File: src/rtl/fifo_port_sched_if.sv
// rtl/fifo_port_sched_if.sv - writer, reader and FIFO-side signal bundle for fifo_port_sched
interface fifo_port_sched_if;
    logic       wr0_req;
    logic [7:0] wr0_data;
    logic       wr0_ack;
    logic       wr1_req;
    logic [7:0] wr1_data;
    logic       wr1_ack;
    logic       rd_valid;
    logic [7:0] rd_data;
    logic       rd_ready;
    logic [7:0] fifo_data_in;
    logic       fifo_push;
    logic       fifo_pop;
    logic [7:0] fifo_data_out;
    logic       fifo_empty;
    logic       fifo_full;
    logic [2:0] fifo_level;
    logic       sync_err;

    // master: the surroundings (writers, reader, FIFO); slave: the scheduler
    modport master (
        output wr0_req, wr0_data, wr1_req, wr1_data, rd_ready,
               fifo_data_out, fifo_empty, fifo_full,
        input  wr0_ack, wr1_ack, rd_valid, rd_data,
               fifo_data_in, fifo_push, fifo_pop, fifo_level, sync_err
    );

    modport slave (
        input  wr0_req, wr0_data, wr1_req, wr1_data, rd_ready,
               fifo_data_out, fifo_empty, fifo_full,
        output wr0_ack, wr1_ack, rd_valid, rd_data,
               fifo_data_in, fifo_push, fifo_pop, fifo_level, sync_err
    );
endinterface

File: src/rtl/fifo_port_sched.sv
// rtl/fifo_port_sched.sv - two-writer push arbiter and pop sequencer for the 4-deep UART byte FIFO
module fifo_port_sched #(
    parameter int WR_PRIO    = 0,
    parameter bit PUSH_FIRST = 1'b1,
    parameter int DEPTH      = 4
) (
    input  logic           clk,
    input  logic           reset_n,
    fifo_port_sched_if.slave bus
);
    typedef enum logic {IDLE, STROBE} state_t;

    localparam logic [2:0] LEVEL_MAX = 3'(DEPTH);

    state_t     state, state_d;
    logic       push_q, push_d;
    logic       pop_q, pop_d;
    logic       ack0_q, ack0_d;
    logic       ack1_q, ack1_d;
    logic       rd_valid_q, rd_valid_d;
    logic       sync_err_q, sync_err_d;
    logic       tie_push_q, tie_push_d;
    logic       rr_wr1_q, rr_wr1_d;
    logic [7:0] rd_data_q, rd_data_d;
    logic [7:0] data_in_q, data_in_d;
    logic [2:0] level_q, level_d;

    logic push_cand, pop_cand, do_push, do_pop, grant_wr1, level_bad;

    assign push_cand = (bus.wr0_req | bus.wr1_req) & ~bus.fifo_full;
    assign pop_cand  = ~rd_valid_q & ~bus.fifo_empty;
    // tie_push_q remembers the last operation: 1 after a pop, so a tie goes to push
    assign do_push   = push_cand & (~pop_cand | tie_push_q);
    assign do_pop    = pop_cand & (~push_cand | ~tie_push_q);
    assign grant_wr1 = (WR_PRIO != 0) ? ~bus.wr0_req
                                      : (bus.wr1_req & (~bus.wr0_req | rr_wr1_q));
    assign level_bad = ((level_q == LEVEL_MAX) != bus.fifo_full) ||
                       ((level_q == 3'd0) != bus.fifo_empty);

    always_comb begin
        state_d    = IDLE;
        push_d     = 1'b0;
        pop_d      = 1'b0;
        ack0_d     = 1'b0;
        ack1_d     = 1'b0;
        data_in_d  = data_in_q;
        level_d    = level_q;
        rd_valid_d = rd_valid_q & ~bus.rd_ready;
        rd_data_d  = rd_data_q;
        sync_err_d = sync_err_q;
        tie_push_d = tie_push_q;
        rr_wr1_d   = rr_wr1_q;
        case (state)
            IDLE: begin
                if (level_bad)
                    sync_err_d = 1'b1;
                if (do_push) begin
                    state_d    = STROBE;
                    push_d     = 1'b1;
                    ack0_d     = ~grant_wr1;
                    ack1_d     = grant_wr1;
                    data_in_d  = grant_wr1 ? bus.wr1_data : bus.wr0_data;
                    tie_push_d = 1'b0;
                    rr_wr1_d   = ~grant_wr1;
                end else if (do_pop) begin
                    state_d    = STROBE;
                    pop_d      = 1'b1;
                    tie_push_d = 1'b1;
                end
            end
            STROBE: begin
                // FIFO moves its indices at this same edge; head byte is still valid now
                if (push_q)
                    level_d = level_q + 3'd1;
                if (pop_q) begin
                    level_d    = level_q - 3'd1;
                    rd_data_d  = bus.fifo_data_out;
                    rd_valid_d = 1'b1;
                end
            end
            default: state_d = IDLE;
        endcase
    end

    always_ff @(posedge clk) begin
        if (!reset_n) begin
            state      <= IDLE;
            push_q     <= 1'b0;
            pop_q      <= 1'b0;
            ack0_q     <= 1'b0;
            ack1_q     <= 1'b0;
            rd_valid_q <= 1'b0;
            sync_err_q <= 1'b0;
            tie_push_q <= PUSH_FIRST;
            rr_wr1_q   <= 1'b0;
            rd_data_q  <= 8'h00;
            data_in_q  <= 8'h00;
            level_q    <= 3'd0;
        end else begin
            state      <= state_d;
            push_q     <= push_d;
            pop_q      <= pop_d;
            ack0_q     <= ack0_d;
            ack1_q     <= ack1_d;
            rd_valid_q <= rd_valid_d;
            sync_err_q <= sync_err_d;
            tie_push_q <= tie_push_d;
            rr_wr1_q   <= rr_wr1_d;
            rd_data_q  <= rd_data_d;
            data_in_q  <= data_in_d;
            level_q    <= level_d;
        end
    end

    assign bus.wr0_ack      = ack0_q;
    assign bus.wr1_ack      = ack1_q;
    assign bus.rd_valid     = rd_valid_q;
    assign bus.rd_data      = rd_data_q;
    assign bus.fifo_data_in = data_in_q;
    assign bus.fifo_push    = push_q;
    assign bus.fifo_pop     = pop_q;
    assign bus.fifo_level   = level_q;
    assign bus.sync_err     = sync_err_q;
endmodule

File: src/flat_wrapper.sv
// flat-port wrapper written by rule: the top's interface ports become plain ports
module fifo_port_sched_flat 
#(
    parameter int WR_PRIO    = 0,
    parameter bit PUSH_FIRST = 1'b1,
    parameter int DEPTH      = 4
)
  (clk, reset_n, bus_wr0_req, bus_wr0_data, bus_wr1_req, bus_wr1_data, bus_rd_ready, bus_fifo_data_out, bus_fifo_empty, bus_fifo_full, bus_wr0_ack, bus_wr1_ack, bus_rd_valid, bus_rd_data, bus_fifo_data_in, bus_fifo_push, bus_fifo_pop, bus_fifo_level, bus_sync_err);
  fifo_port_sched_if bus_i ();
  input  logic clk;
  input  logic reset_n;
  input wire logic [$bits(bus_i.wr0_req)-1:0] bus_wr0_req;
  input wire logic [$bits(bus_i.wr0_data)-1:0] bus_wr0_data;
  input wire logic [$bits(bus_i.wr1_req)-1:0] bus_wr1_req;
  input wire logic [$bits(bus_i.wr1_data)-1:0] bus_wr1_data;
  input wire logic [$bits(bus_i.rd_ready)-1:0] bus_rd_ready;
  input wire logic [$bits(bus_i.fifo_data_out)-1:0] bus_fifo_data_out;
  input wire logic [$bits(bus_i.fifo_empty)-1:0] bus_fifo_empty;
  input wire logic [$bits(bus_i.fifo_full)-1:0] bus_fifo_full;
  output wire logic [$bits(bus_i.wr0_ack)-1:0] bus_wr0_ack;
  output wire logic [$bits(bus_i.wr1_ack)-1:0] bus_wr1_ack;
  output wire logic [$bits(bus_i.rd_valid)-1:0] bus_rd_valid;
  output wire logic [$bits(bus_i.rd_data)-1:0] bus_rd_data;
  output wire logic [$bits(bus_i.fifo_data_in)-1:0] bus_fifo_data_in;
  output wire logic [$bits(bus_i.fifo_push)-1:0] bus_fifo_push;
  output wire logic [$bits(bus_i.fifo_pop)-1:0] bus_fifo_pop;
  output wire logic [$bits(bus_i.fifo_level)-1:0] bus_fifo_level;
  output wire logic [$bits(bus_i.sync_err)-1:0] bus_sync_err;
  assign bus_i.wr0_req = bus_wr0_req;
  assign bus_i.wr0_data = bus_wr0_data;
  assign bus_i.wr1_req = bus_wr1_req;
  assign bus_i.wr1_data = bus_wr1_data;
  assign bus_i.rd_ready = bus_rd_ready;
  assign bus_i.fifo_data_out = bus_fifo_data_out;
  assign bus_i.fifo_empty = bus_fifo_empty;
  assign bus_i.fifo_full = bus_fifo_full;
  assign bus_wr0_ack = bus_i.wr0_ack;
  assign bus_wr1_ack = bus_i.wr1_ack;
  assign bus_rd_valid = bus_i.rd_valid;
  assign bus_rd_data = bus_i.rd_data;
  assign bus_fifo_data_in = bus_i.fifo_data_in;
  assign bus_fifo_push = bus_i.fifo_push;
  assign bus_fifo_pop = bus_i.fifo_pop;
  assign bus_fifo_level = bus_i.fifo_level;
  assign bus_sync_err = bus_i.sync_err;
  fifo_port_sched #(.WR_PRIO(WR_PRIO), .PUSH_FIRST(PUSH_FIRST), .DEPTH(DEPTH)) u_core (.clk(clk), .reset_n(reset_n), .bus(bus_i));
endmodule
File: config.mk
export PLATFORM = sky130hd
export DESIGN_NAME = fifo_port_sched_flat
export DESIGN_NICKNAME = d
export VERILOG_FILES = /design/src/rtl/fifo_port_sched_if.sv /design/src/rtl/fifo_port_sched.sv /design/src/flat_wrapper.sv
export SDC_FILE = /design/constraint.sdc
export NUM_CORES = 1
export LEC_CHECK = 0
export CORE_ASPECT_RATIO = 0.7
export CORE_MARGIN = 1
export CORE_UTILIZATION = 40
export CTS_CLUSTER_SIZE = 24
export DETAILED_ROUTE_END_ITERATION = 7
export GPL_ROUTABILITY_DRIVEN = 0
export PLACE_DENSITY_LB_ADDON = 0.05
export REMOVE_ABC_BUFFERS = 1
export SLEW_MARGIN = 30
export SYNTH_ARGS = -nofsm -noshare
export SYNTH_HDL_FRONTEND = slang
export SYNTH_SLANG_ARGS = --single-unit
export TNS_END_PERCENT = 30
File: constraint.sdc
create_clock -name clk -period 2.6 [get_ports clk]
set_clock_uncertainty 0.1 [all_clocks]
set_input_delay 0.78 -clock clk [delete_from_list [all_inputs] [get_ports clk]]
set_output_delay 0.78 -clock clk [all_outputs]
set_load 0.05 [all_outputs]
; ---- Word level (Yosys, flattened, before mapping)
; Index checks and enable logic that the tools add are counted.
[word_totals]
regBits = 28
latchBits = 0
ram_bits = 0
mem_bits_ro = 0
output_inout_bits = 25
n_memories = 0
[classes]
add_sub_neg = 2
n_mul = 0
div = 0
n_lt_le_gt_ge = 0
eq_ne = 3
n_shift = 0
muxes = 10
bitwise = 22
reduce_logical = 12
[op_table]
columns = cell, count
row1 = 1-bit inverter, 12
row2 = 2-bit AND reduction, 5
row3 = 8-bit two-way mux, 1
row4 = 1-bit two-way mux, 7
row5 = 1-bit bitwise AND, 6
row6 = 3-bit two-way mux, 2
row7 = 3-bit OR reduction, 2
row8 = 1-bit bitwise OR, 4
row9 = 2-bit nonzero test, 2
row10 = "3-bit by 1-bit adder with 3-bit output, second input constant", 1
row11 = "3-bit equality test, second input constant", 1
row12 = 3-bit logical NOT, 1
row13 = "3-bit by 1-bit subtractor with 3-bit output, second input constant", 1
row14 = 1-bit != test, 2
row15 = 2-bit OR reduction, 1
row16 = 1-bit logical OR, 1

; ---- Longest topological paths before layout
; Gate-level depths: netlist of the first run.
[logic_depth]
ltp_word = 7
mapped_depth = 7

; ---- Worst setup path after synthesis of the first run
; No wires, ideal clock.
[synth_timing]
path_type = register -> register
startpoint = reg u_core.pop_q (netlist: u_core.bus.fifo_pop)
endpoint = reg u_core.level_q[2] (netlist: u_core.bus.fifo_level[2])
setup_time_ns = 0.115
arrival_time_ns = 1.913
slack_ns = 0.472
stages_incl_launch_ff = 8
n_path_buf = 1
cell_sequence = dfxtp_1 -> buf_2 -> inv_1 -> fa_1 -> nor3b_1 -> o21ai_0 -> xnor2_1 -> and2_1
[synth_between]
elab_chain_cells = 2
elab_cells_between_ends = 3
[synth_rtl]
columns = element, line_no
row1 = "start, declared", fifo_port_sched.sv:17  ; logic pop_q, pop_d;
row2 = "start signal, assigned", fifo_port_sched.sv:102  ; pop_q <= pop_d;
row3 = 2-bit nonzero test (no line), -
row4 = 2-bit AND reduction (no line), -
row5 = "end signal, assigned", fifo_port_sched.sv:111  ; level_q <= level_d;
row6 = "end, declared", fifo_port_sched.sv:26  ; logic [2:0] level_q, level_d;
; Several ways; a longest one is shown, not always the timed one.
; A chain may end at the register's enable or synchronous reset.

; ---- Final worst setup path of the first run
[layout_timing]
startpoint = reg u_core.rd_valid_q (netlist: u_core.bus.rd_valid)
endpoint = out bus_rd_valid
[layout_lines]
columns = element, line_no
row1 = "start, declared", fifo_port_sched.sv:20  ; logic rd_valid_q, rd_valid_d;
row2 = "start signal, assigned", fifo_port_sched.sv:105  ; rd_valid_q <= rd_valid_d;
row3 = "end, declared", flat_wrapper.sv:22  ; output wire logic [$bits(bus_i.rd_valid)-1:0] bus_rd_valid;
; No word-level cell between the ends.

==> results by group, run 1 <==
Clocking
  • Root Buffer: clkbuf_8
  • Clock buffer depth: 2
  • Cts hold-fix bufs: 0
  • Post-CTS Setup Inserts: 0
  • TritonCTS clock tree: yes
  • Skew-Pair Late Insertion Delay: around 0.27 ns
  • Resized cells post-CTS: 0
  • Total CTS buffers: 3
  • Worst-path clk slew: 0.09 ns
  • Htree depth: 1
  • Clk sinks: 28

Timing
  • Final setup violation count: 0
  • Fin crit share: 93.5%
  • Slew Viols, Final: 0
  • Fin Setup TNS: 0 ns
  • Crit path time final: 2.43 ns
  • Highest Clock Rate: 0.411 GHz
  • Worst Tran Pin Value: 0.658 ns
  • RSZ-0062 raised after global routing: false
  • Final Hold Viols: 0
  • Max transition margin: 56.1%

Worst setup path
  • CP max stage cell: clkdlybuf4s50_1
  • CP top delay family: buffers and inverters
  • WP data required: roughly 1.7 ns
  • Worst EP arrival: between 1.5 and 2 ns
  • Crit-path cells: clkdlybuf4s50_1
  • Worst setup SP type: register
  • Setup CP Type: register to output port
  • Endpoint class of the critical path: output port
  • Crit-path max cell delay: ~0.84 ns
  • Critical path peak fanout: 4
  • CP bufs+invs: 1

Final layout
  • Share of post-route cells with drive strength above 1: 10.2%
  • Commonest non-fill, non-tap cell in the layout: clkdlybuf4s50_1
  • Fin area: 0.00188 mm2
  • Most frequent cells in the layout: clkdlybuf4s50_1, dfxtp_1, nand2_1
  • Area Growth Syn to Fin: 51.5%
  • Final core occ: around two thirds
  • ANT cells: 0
  • Nets: roughly 220

Yosys
  • Post-synth cell types: 32
  • Post-synth top area cell: dfxtp_1
  • Mapped Cells: 130
  • Post-synth EDFFs: 0
  • Post-synth top flop: dfxtp_1
  • Ys Warns: 0
  • Post-synthesis sequential area ratio: 45.1%
  • Yosys top cell area share: between 40% and 50%
  • Seq cells post-synth: 28
  • Mean Syn Cell Area: 9.57 um2
  • Synth area leaders: dfxtp_1, mux2i_1, a21boi_0
  • Cell Area, Synth: 0.00124 mm2
  • Post-synthesis async set-or-reset flop share: 0%

Floorplanning
  • Chip height: 48.7 um
  • Cell Rows: 16
  • DIE WIDTH: 68.6 um
  • Die Footprint: roughly 0.0033 mm2
  • # IOs: 56
  • Initial core utilization: between 40 and 50%
  • Core box area: 0.00288 mm2

Status
  • Status: finished clean

Placed design
  • Port bufs: 55
  • Post-DP HPWL: 2120 um
  • Placed inst area: around 0.0018 mm2

Hold path
  • Worst hold path type: register to register

Global route
  • Antenna violations before repair: 0
  • GRT Util Overall: 17.6%
  • Grt total ovfl: 0
  • Largest net degree at the start of global routing: 24
  • Number of global-route vias before repair: approximately 970
  • First-pass GRT wire length: 4380 um

Pwr
  • Power per cell area: 568 mW/mm2
  • Leak pwr: 0.704 nW
  • Peak VDD IR: approximately 0.34 mV

Route
  • Routed length per instance: 12.8 um
  • Routed vias: 1,100
  • Via density: 4.95
  • DRC Markers: 0
  • First-pass DRT Iterations: 4
  • Initial DRC Count: 24
  • ANT nets after route: 0
  • Drt total wl: approximately 2800 um

Flow run
  • Maxcap violations: 0
kinds of logic (layout without fill, tap and decap cells):
| logic type | Yosys count | after routing | share of synthesized area (%) |
|---|---|---|---|
| xor gates and xnor gates | 2 | 2 | 1.41 |
| buffers and inverters | 11 | 67 | 5.53 |
| and+or+nand+nor | 41 | 41 | 17.9 |
| AOI/OAI and AO/OA | 39 | 39 | 22.0 |
| adders and majority gates | 1 | 1 | 1.61 |
| muxes | 8 | 8 | 6.44 |
| DFF | 28 | 28 | 45.1 |
synthesized netlist by cell type (3+ instances only):
cell type / count
a21boi_0: 9
a21oi_1: 8
and2_1: 3
buf_6: 3
dfxtp_1: 28
inv_1: 4
mux2i_1: 8
nand2_1: 13
nand3_1: 8
nor2_1: 7
o21ai_0: 8
o21ai_2: 3
per-stage QoR:
step / std cells / setup slack (ns) / power, mW / hold slack (ns)
6_report: 222 / 0.169 / 1.07 / 0.370
5_1_grt: 222 / 0.104 / 1.12 / 0.396
4_1_cts: 222 / 0.151 / 1.08 / 0.375
3_5_place_dp: 218 / 0.250 / 0.741 / 0.362
3_3_place_gp: 218 / 0.339 / 0.735 / 0.349
2_1_floorplan: 123 / 0.494 / 0.623 / 0.397
sequential cells by signal, summed over array words and instances, names as in the netlist:
name	flops
u_core.state	1
u_core.bus.rd_data	8
u_core.rr_wr1_q	1
u_core.bus.fifo_level	3
u_core.bus.rd_valid	1
u_core.bus.wr0_ack	1
u_core.bus.fifo_pop	1
u_core.bus.sync_err	1
u_core.tie_push_q	1
u_core.bus.wr1_ack	1
u_core.bus.fifo_data_in	8
u_core.bus.fifo_push	1
where the power goes:
part	internal (mW)	total, mW	leakage [nW]	switching [mW]
clock network	0.206	0.340	0.0357	0.133
logic	0.115	0.255	0.439	0.140
registers	0.453	0.475	0.229	0.0215
routing by layer:
metal	global-route usage [%]	wire (um)	vias to the layer above	share of wire, %
met2	28.3	1330	33	47
met4	3.13	19	0	0.67
met3	6.60	228	4	8.0
met5	0	0	-	0
met1	22.4	1270	496	45
li1	-	-	567	-
path summary, 6_finish.rpt:
check                                  end                  start  cells past startpoint  slack [ns]
hold reg to reg      u_core.bus.rd_data[7]  u_core.bus.rd_data[7]                      2        0.37
setup / recovery              bus_rd_valid    u_core.bus.rd_valid                      1        0.17
setup reg to reg  u_core.bus.fifo_level[2]    u_core.bus.fifo_pop                      7        0.86
hold / removal       u_core.bus.rd_data[7]  u_core.bus.rd_data[7]                      2        0.37
layout make-up:
class,instances,area [um2]
Tap cell,36,45.0
Inverter,4,15.0
Clock inverter,1,30.0
Sequential cell,28,561
Multi-Input combinational cell,91,614
Timing Repair Buffer,59,578
Fill cell,240,998
Clock buffer,3,41.3
Power figures use the tool's default switching activity.
==> run 2: changes to the inputs <==
- SKIP_LAST_GASP: unset -> 1
==> results of run 2 <==
No change in the layout: final DEF, timing and power equal those of run 1.
